**src/rtl/apb_regfile_bridge.sv**
```systemverilog
// rtl/apb_regfile_bridge.sv - command-driven APB master bridged to an internal register-file slave
//
// Purpose: turns one-cycle read/write commands into APB SETUP/ACCESS transfers
// against an NREG-entry register file that answers after WAIT_STATES cycles.
// Ports:
//   pclk, preset_n     clock (rising edge), asynchronous active-low reset
//   cmd_i[1:0]         00 idle, 01 read, 11 write, 10 idle
//   addr_i[AW-1:0]     register index, latched at launch
//   wdata_i[DW-1:0]    write data, latched at launch
//   ready_o            one-cycle completion pulse
//   rdata_o[DW-1:0]    read result, held until the next read completion
//   err_o              completion status (1 = address out of range), held
//   psel_o, penable_o, pwrite_o  internal APB control, visible for observation
module apb_regfile_bridge #(
  parameter int DW          = 32,
  parameter int NREG        = 4,
  parameter int AW          = 3,
  parameter int WAIT_STATES = 0
) (
  input  logic          pclk,
  input  logic          preset_n,
  input  logic [1:0]    cmd_i,
  input  logic [AW-1:0] addr_i,
  input  logic [DW-1:0] wdata_i,
  output logic          ready_o,
  output logic [DW-1:0] rdata_o,
  output logic          err_o,
  output logic          psel_o,
  output logic          penable_o,
  output logic          pwrite_o
);

  typedef enum logic [1:0] {
    S_IDLE   = 2'd0,
    S_SETUP  = 2'd1,
    S_ACCESS = 2'd2
  } state_t;

  // NREG may equal 2**AW, so the range compare needs one extra bit.
  localparam logic [AW:0] NREG_L = NREG[AW:0];

  state_t        state;
  state_t        state_nxt;
  logic [AW-1:0] addr_q;
  logic [DW-1:0] wdata_q;
  logic          dir_q;
  logic [2:0]    wait_cnt;
  logic [DW-1:0] regs [NREG];
  logic [DW-1:0] rd_val;
  logic          launch;
  logic          pready;
  logic          in_range;

  // cmd_i[0] marks an active command (01 read, 11 write); 10 falls through as idle.
  assign launch   = (state == S_IDLE) && cmd_i[0];
  assign pready   = (state == S_ACCESS) && (wait_cnt == 3'(WAIT_STATES));
  assign in_range = ({1'b0, addr_q} < NREG_L);

  always_ff @(posedge pclk or negedge preset_n) begin
    if (!preset_n) begin
      state <= S_IDLE;
    end else begin
      state <= state_nxt;
    end
  end

  always_comb begin
    state_nxt = state;
    psel_o    = 1'b0;
    penable_o = 1'b0;
    pwrite_o  = 1'b0;
    case (state)
      S_IDLE: begin
        if (cmd_i[0]) state_nxt = S_SETUP;
      end
      S_SETUP: begin
        psel_o    = 1'b1;
        pwrite_o  = dir_q;
        state_nxt = S_ACCESS;
      end
      S_ACCESS: begin
        psel_o    = 1'b1;
        penable_o = 1'b1;
        pwrite_o  = dir_q;
        if (pready) state_nxt = S_IDLE;
      end
      default: state_nxt = S_IDLE;
    endcase
  end

  // Transfer attributes are frozen at launch so later input changes cannot leak in.
  always_ff @(posedge pclk or negedge preset_n) begin
    if (!preset_n) begin
      addr_q  <= '0;
      wdata_q <= '0;
      dir_q   <= 1'b0;
    end else if (launch) begin
      addr_q  <= addr_i;
      wdata_q <= wdata_i;
      dir_q   <= cmd_i[1];
    end
  end

  // Slave wait counter: cleared while in SETUP, counts up through ACCESS until pready.
  always_ff @(posedge pclk or negedge preset_n) begin
    if (!preset_n) begin
      wait_cnt <= '0;
    end else if (state == S_SETUP) begin
      wait_cnt <= '0;
    end else if ((state == S_ACCESS) && !pready) begin
      wait_cnt <= wait_cnt + 3'd1;
    end
  end

  // Register file: decoded per entry so out-of-range indices never alias a register.
  always_ff @(posedge pclk or negedge preset_n) begin
    if (!preset_n) begin
      for (int i = 0; i < NREG; i++) regs[i] <= '0;
    end else if (pready && dir_q && in_range) begin
      for (int i = 0; i < NREG; i++) begin
        if (addr_q == AW'(i)) regs[i] <= wdata_q;
      end
    end
  end

  always_comb begin
    rd_val = '0;
    for (int i = 0; i < NREG; i++) begin
      if (addr_q == AW'(i)) rd_val = regs[i];
    end
  end

  // Completion: status and read data are registered together with the ready pulse.
  always_ff @(posedge pclk or negedge preset_n) begin
    if (!preset_n) begin
      ready_o <= 1'b0;
      err_o   <= 1'b0;
      rdata_o <= '0;
    end else begin
      ready_o <= pready;
      if (pready) begin
        err_o <= !in_range;
        if (!dir_q) rdata_o <= in_range ? rd_val : '0;
      end
    end
  end

endmodule
```
**config.mk**
```make
export PLATFORM = sky130hd
export DESIGN_NAME = apb_regfile_bridge
export DESIGN_NICKNAME = d
export VERILOG_FILES = /design/src/rtl/apb_regfile_bridge.sv
export SDC_FILE = /design/constraint.sdc
export NUM_CORES = 1
export LEC_CHECK = 0
export CAP_MARGIN = 10
export CORE_MARGIN = 8
export CORE_UTILIZATION = 57
export CTS_CLUSTER_DIAMETER = 50
export DETAILED_ROUTE_END_ITERATION = 16
export PLACE_DENSITY = 0.79
export SETUP_SLACK_MARGIN = 0.15
export SYNTH_ARGS = -nofsm -noshare
export SYNTH_HDL_FRONTEND = slang
export SYNTH_SLANG_ARGS = --single-unit
export TNS_END_PERCENT = 50
```
**constraint.sdc**
```tcl
create_clock -name pclk -period 2.4 [get_ports pclk]
set_input_delay 0.48 -clock pclk [delete_from_list [all_inputs] [get_ports pclk]]
set_output_delay 0.48 -clock pclk [all_outputs]
set_load 0.05 [all_outputs]
```
-- Yosys cells after proc, flatten, opt, wreduce, memory -nomap -nowiden
Cells that the tools add are included.
- add/sub/neg operators: 1
- multiply operators: 0
- divide/modulo/power cells: 0
- $lt $le $gt $ge: 1
- equality and inequality tests: 7
- shift-type cells: 0
- muxes and demuxes: 13
- bitwise gates (word level): 1
- reductions and logical operators: 18
- operators by type and width (operator ; count):
    32-bit two-way mux ; 5
    2-bit AND reduction ; 6
    3-bit by 2-bit == test with 1-bit output (second input constant) ; 2
    3-bit zero test ; 2
    3-bit two-way mux ; 2
    2-bit case mux with 3 select lines ; 1
    1-bit logical AND ; 5
    2-bit two-way mux ; 2
    2-bit inequality test (second input constant) ; 2
    3-bit by 1-bit adder with 3-bit output (second input constant) ; 1
    3-bit by 1-bit == test with 1-bit output (second input constant) ; 1
    3-bit less-than comparator (second input constant) ; 1
    1-bit two-way mux ; 3
    2-bit by 1-bit == test with 1-bit output (second input constant) ; 1
    2-bit == test (second input constant) ; 1
    1-bit zero test ; 2
    2-bit zero test ; 1
    2-bit nonzero test ; 1
    2-bit OR reduction ; 1
    1-bit NOT ; 1
- register bits after elaboration: 203
- bits in latches: 0
- memory bits (writable): 0
- bits in read-only memories: 0
- input port bits: 39
- output and inout bits: 37
- logic and storage cells: 53
- memories kept: 0

-- Depth between registers and ports, before layout
Gate-level depths: netlist (run 1).
- depth after elaboration: 6
- mapped depth: 7
- mapped depth without buffers: 5

-- Worst setup path before layout (run 1)
OpenSTA, ideal clock, no wires.
- path type: register -> register
- start point: reg state[0]
- end point: reg regs[10] (netlist bit)
- setup time: 0.127 ns
- data arrival time: 2.150 ns
- data required time: 2.273 ns
- path slack: 0.123 ns
- cell stages (with the launch flop): 8
- path buffers: 2
- period minus slack after synthesis: 2.277 ns
- cells stage by stage: dfrtp_1 inv_1 ha_1 and4bb_1 and4_1 buf_2 buf_6 mux2_1
- longest elaborated chain between the ends: 5
- RTL lines (element ; RTL line ; text):
    from (decl) ; 42 ; state_t state;
    from (signal assigned) ; 63 ; state <= state_nxt;
    2-bit == test ; 56 ; assign pready = (state == S_ACCESS) && (wait_cnt == 3'(WAIT_STATES));
    1-bit logical AND ; 56 ;
    1-bit logical AND (2 in series) ; 119 ; end else if (pready && dir_q && in_range) begin
    2-bit AND reduction (no line) ; - ;
    to (signal, indexed assignment) ; 121 ; if (addr_q == AW'(i)) regs[i] <= wdata_q;
    to (decl) ; 48 ; logic [DW-1:0] regs [NREG];
No other way between the ends.
A chain may end at the register's enable or synchronous reset.

-- Worst setup path after layout (run 1)
- start point: reg rdata_o[24]
- end point: out rdata_o[24]
- RTL lines (element ; RTL line ; text):
    from (decl) ; 26 ; output logic [DW-1:0] rdata_o,
    from (signal assigned) ; 143 ; if (!dir_q) rdata_o <= in_range ? rd_val : '0;
No word-level cell between the ends.

==> results of run 1 <==
[path summary, 6_finish.rpt]
kind	endpoint	slack, ns	depth (start not counted)
worst max-delay path	rdata_o[24]	0.22	1
worst min-delay path	wdata_q[4]	-0.004	1
worst max register to register	regs[103]	0.25	6
worst min register to register	regs[17]	0.48	1
max in group asynchronous	regs[8]	1.70	2
min in group pclk	regs[17]	0.48	1
[report_power, final]
part	total (mW)	internal (mW)	switching [mW]	leakage, nW
combinational	4.74	2.41	2.33	1.70
clock	3.30	2.02	1.28	0.355
sequential	5.94	4.88	1.06	2.64
[cells by family after synthesis]
kind of cell	count (synthesis)	synth area share, %
AO/OA/AOI/OAI	38	3.71
adder cells (fa/ha/maj)	6	0.891
flip-flops	203	60.3
multiplexers	199	30.9
AND/OR/NAND/NOR	18	1.51
buffers and inverters	38	2.76
[metrics by stage]
| step | hold slack, ns | util [%] | power, mW | worst slack [ns] |
|---|---|---|---|---|
| detailed placement | 0.469 | 65.2 | 10.8 | 0.183 |
| floorplan | 0.184 | - | 9.14 | 0.334 |
| global placement | 0.461 | 65.2 | 10.5 | 0.335 |
| CTS | 0.00472 | 70.1 | 14.1 | 0.147 |
| global route | 0.0380 | 70.2 | 14.7 | 0.156 |
| finish | -0.00358 | 70.2 | 14.0 | 0.220 |
[state kept, by name (all words and copies together), names as in the netlist, 2 cells and up]
| name | count |
|---|---|
| regs | 128 |
| rdata_o | 32 |
| wdata_q | 32 |
| addr_q | 3 |
| wait_cnt | 3 |
| state | 2 |
[layout make-up]
type | instances | area share (%)
timing repair buffer | 91 | 9.55
tap | 184 | 2.26
multi-input combinational | 261 | 31.0
clock inverter | 7 | 0.911
sequential | 203 | 50.0
clock buffer | 31 | 6.13
inverter | 5 | 0.185
[per-layer routing]
metal,vias up,routed length (um),track usage (%)
li1,2033,-,-
met1,2465,7170,24.9
met2,110,8460,31.6
met3,31,830,2.92
met4,0,286,5.37
met5,-,0,0
[cells in the final DEF (no fill, tap or decap), drive strengths merged, types with 2 or more instances in the layout]
master,instances
inv,6
bufinv,2
nor2b,2
mux2,167
dfrtp,203
clkbuf,32
a22o,32
mux4,32
nor2,4
and4bb,2
buf,18
o21ai,2
nand3,2
ha,6
clkdlybuf4s50,71
a21oi,3
clkinv,4
[repair_timing]
action / CTS / global route
gates resized for setup: 3 / 2
pin swaps: 0 / 0
hold buffers: 0 / 0
gates cloned: 0 / 0
endpoints found under the hold margin: 0 / 0
endpoints found under the setup margin: 2 / 27
==> impl_metrics.tcl, run 1 <==
set metrics [dict create \
    rr_startpoint "state[0]" \
    yosys-top-cells-count "dfrtp_1, mux2_1, mux2_2" \
    setup_violations 0 \
    firstDrtPassIters 4 \
    multi_input_area_mm2 0.00315 \
    rows 44 \
    io_buffer_count 75 \
    fmax_mhz 459 \
    synth.area.top_cells "dfrtp_1, mux2_1, mux2_2" \
    gp_congestion 0.725 \
    path_max_fanout 2 \
    placed_area_mm2 0.00944 \
    grt_pass1_vias 5199 \
    synth_seq_cells 203 \
    ant_nets 0 \
    final_area_mm2 0.0102 \
    synthDistinctLibCells 26 \
    avgViaCountPerCell 5.93 \
    yosysWarningCount 0 \
    whs_ns -0.00358 \
    vias 4639 \
    fin_cells 782 \
    maxCapViolCount 0 \
    h-tree-depth 1 \
    wl_per_cell_um 21.4 \
    hpwl_mm 10.4 \
    post_cts_buffers 0 \
    violations "hold timing" \
    async_flop_share_pct 100 \
    die-area_mm2 0.0189 \
    crit_path_cell_trace "clkdlybuf4s50_1" \
    dieWidth_um 138 \
    cp-start-kind "flip-flop" \
    power_leakage_nw 4.69 \
    power_density_mw_per_mm2 1370 \
    yosysTopAreaCell "dfrtp_1" \
    core_mm2 0.0145 \
    period_minus_slack_ns 2.18 \
    peakVddDrop_v 0.000673 \
    cp_slowest_stage_delay_ns 0.83 \
    fin_crit_sh_pct 90.8 \
    grtUsageTotal_pct 18.8 \
    route.detailed.drc 0 \
    die_h_um 138 \
    final_hold_viol_count 4 \
    crit_family "buffers and inverters" \
    synthesis.nets 547 \
    totalNegativeSetupSlack_ns 0 \
    final_layout_size_suffix_gt1_share_pct 28.8 \
    drtIter0Drc 208 \
    relSlewSlack_pct 62.6 \
    start_util_pct 58.2 \
    antenna_found_initial 0 \
    hold_path_class "in2async" \
    crit_path_end_kind "primary output" \
    grt_max_degree 68 \
    seqCellArea_mm2 0.00508 \
    dp.cells 744 \
    cp.required_ns 1.92 \
    yosysMostFrequentCell "dfrtp_1" \
    crit_path_start "rdata_o[24]" \
    drt_wl_total_mm 16.7 \
    slew_viol_final 0 \
    grt_pass1_wl_mm 28.0 \
    fin_nets 628 \
    worstPathArrival_ns 1.70 \
    synth_edf_count 0 \
    grt-ovfl-total 0 \
    worst-path-buf-inv 1 \
    n_fill_cell 939 \
    synth_top_cell_area_share_pct 60.3 \
    synthCells 502 \
    finClkSkew_ns 0.0161 \
    cts_buffers 21 \
    syn_to_final_growth_pct 20.6 \
    clock_sinks 203 \
    critical_path_class "reg2out" \
    diodes 0 \
    syn_area_mm2 0.00843 \
    slowest_stage "clkdlybuf4s50_1" \
    ys_seq_area_share_pct 60.3 \
    max_slew.worst_pin.slew_ns 0.562 \
    clk_pin_slew_worst_paths_ns 0.06 \
    dominantRegCellSynth "dfrtp_1" \
    cts_tree "yes" \
    io-pin-count 76 \
    rsz0062_at_grt "false" \
    insertion_delay_ns 0.49 \
    outcome "finished with violations" \
    syn_area_per_cell_um2 16.8 \
    clk_path_buf_depth 3 \
    cts-root-buf "clkbuf_16" \
]
Note: power is estimated with default switching activity, not from simulation.
==> run 2, diff against run 1 <==
- clock period: 2.4 -> 2.01 ns (I/O delays scaled with it)
==> run 2 against run 1 <==
  * The flow finishes with violations (setup timing)
  * First-iteration DRC count up 46%
  * Sequential power up 23%
  * Highest routed layer unchanged
  * Clock power up 22%
==> impl_metrics.tcl, run 2 (synthesis gave the netlist of run 1 again) <==
set metrics [dict create \
    outcome "finished with violations" \
    violations "setup timing" \
    grt_pass1_vias 5451 \
    insertion_delay_ns 0.50 \
    fmax_mhz 492 \
    core_mm2 0.0145 \
    route.detailed.drc 0 \
    pre_cts_ws_ns 0.0648 \
    die-area_mm2 0.0189 \
    grt_max_degree 56 \
    clk_pin_slew_worst_paths_ns 0.06 \
    grt-ovfl-total 0 \
    clock_power_share_pct 21.8 \
    cp-start-kind "flip-flop" \
    maxCapViolCount 0 \
    wl_per_cell_um 25.3 \
    vias 4943 \
    final_hold_viol_count 0 \
    drt_wl_total_mm 20.6 \
    io_buffer_count 75 \
    clock_sinks 203 \
    drtIter0Drc 303 \
    comb_power_share_pct 38.5 \
    clk_path_buf_depth 3 \
    avgViaCountPerCell 6.07 \
    setup_violations 8 \
    rows 44 \
    relSlewSlack_pct 66.0 \
    io-pin-count 76 \
    power_leakage_nw 5.31 \
    finClkSkew_ns 0.0142 \
    cts_tree "yes" \
    start_util_pct 58.2 \
    largest_reg_flops 128 \
    p_sw_share_pct 33.8 \
    critical_path_class "reg2reg" \
    antenna_found_initial 0 \
    max_flop_register "regs" \
    final_layout_size_suffix_gt1_share_pct 48.3 \
    power_density_mw_per_mm2 1640 \
    syn_to_final_growth_pct 33.0 \
    p_total_mw 18.4 \
    worstPathArrival_ns 2.40 \
    ant_nets 0 \
    hold_path_class "in2async" \
    internal-power_mw 12.2 \
    mostFrequentLayoutCell "dfrtp_1" \
    fin_nets 660 \
    pwr-share-seq_pct 39.6 \
    fin_crit_sh_pct 101 \
    mostFrequentLayoutCells "dfrtp_1, mux2_4, mux2_2, clkdlybuf4s50_1" \
    layout_setup_ws_ns -0.0222 \
    rsz0062_at_grt "true" \
    peakVddDrop_v 0.00114 \
    h-tree-depth 1 \
    die_h_um 138 \
    diodes 0 \
    firstDrtPassIters 4 \
    slew_viol_final 0 \
    cp.required_ns 2.38 \
    crit_path_end_kind "flip-flop" \
    dieWidth_um 138 \
    period_minus_slack_ns 2.03 \
    cts_buffers 23 \
    grtUsageTotal_pct 20.9 \
    switching_power_mw 6.23 \
    gp_congestion 0.798 \
    cts-root-buf "clkbuf_16" \
    path_max_fanout 4 \
    grt_pass1_wl_mm 30.6 \
    hpwl_mm 11.1 \
    top_regs "regs: 128 flops, rdata_o: 32 flops, wdata_q: 32 flops" \
    max_slew.worst_pin.slew_ns 0.512 \
]
-- run 2: power by group through the flow --
stage               sequential (mW)  combinational (mW)  clock, mW
finish                         7.31                7.10       4.03
floorplan                      7.67                3.62          0
CTS                            7.15                6.69       4.07
global route                   7.49                7.50       4.24
detailed placement             7.16                6.34          0
global placement               7.01                6.15          0
-- run 2: critical path: stages, from the launching register on --
cell	delay (ns)
dfrtp_1	0.40
inv_2	0.10
buf_6	0.10
ha_4	0.11
and4bb_2	0.27
and4b_2	0.34
buf_6	0.15
clkbuf_16	0.15
mux2_4	0.29
-- run 2: layout make-up --
cell class | instances | area [um^2]
clock inverters | 12 | 95.1
well taps | 184 | 230
inverters | 5 | 18.8
repair buffers | 121 | 1500
flip-flops and latches | 203 | 5080
fillers | 796 | 3270
multi-input cells | 261 | 3650
clock buffers | 29 | 638
-- run 2: worst paths after layout --
kind	start	to	slack, ns	cells past startpoint
max reg2reg	state[0]	regs[52]	-0.02	8
max	state[0]	regs[52]	-0.02	8
min	preset_n	rdata_o[13]	0.44	2
min reg2reg	rdata_o[13]	rdata_o[13]	0.50	1
min in group pclk	rdata_o[13]	rdata_o[13]	0.50	1
max in group asynchronous	preset_n	wdata_q[20]	0.88	3
-- run 2: repair_timing --
item                       in CTS  in global routing
hold endpoints to repair       50                  0
hold buffers                    1                  0
pin swaps                       0                  2
cloned                          4                  4
setup endpoints to repair     129                163
buffers inserted                8                  5
resized for setup              87                 58
-- run 2: routing by layer --
layer	vias to the layer above	routed length (um)	global-route usage (%)
met5	-	0	0
met4	0	390	6.70
met3	29	1030	4.12
met2	138	10500	34.1
met1	2687	8660	27.6
li1	2089	-	-
-- run 2: through the flow --
stage	setup TNS, ns	utilization [%]	instance area [um^2]	std cells	hold WS (ns)
finish	-0.0754	77.4	11200	815	0.442
CTS	-0.0917	75.1	10900	806	0.453
global placement	0	67.5	9780	752	0.397
floorplan	0	-	8620	502	0.106
detailed placement	0	67.5	9780	752	0.409
global route	-1.23	77.4	11200	815	0.487
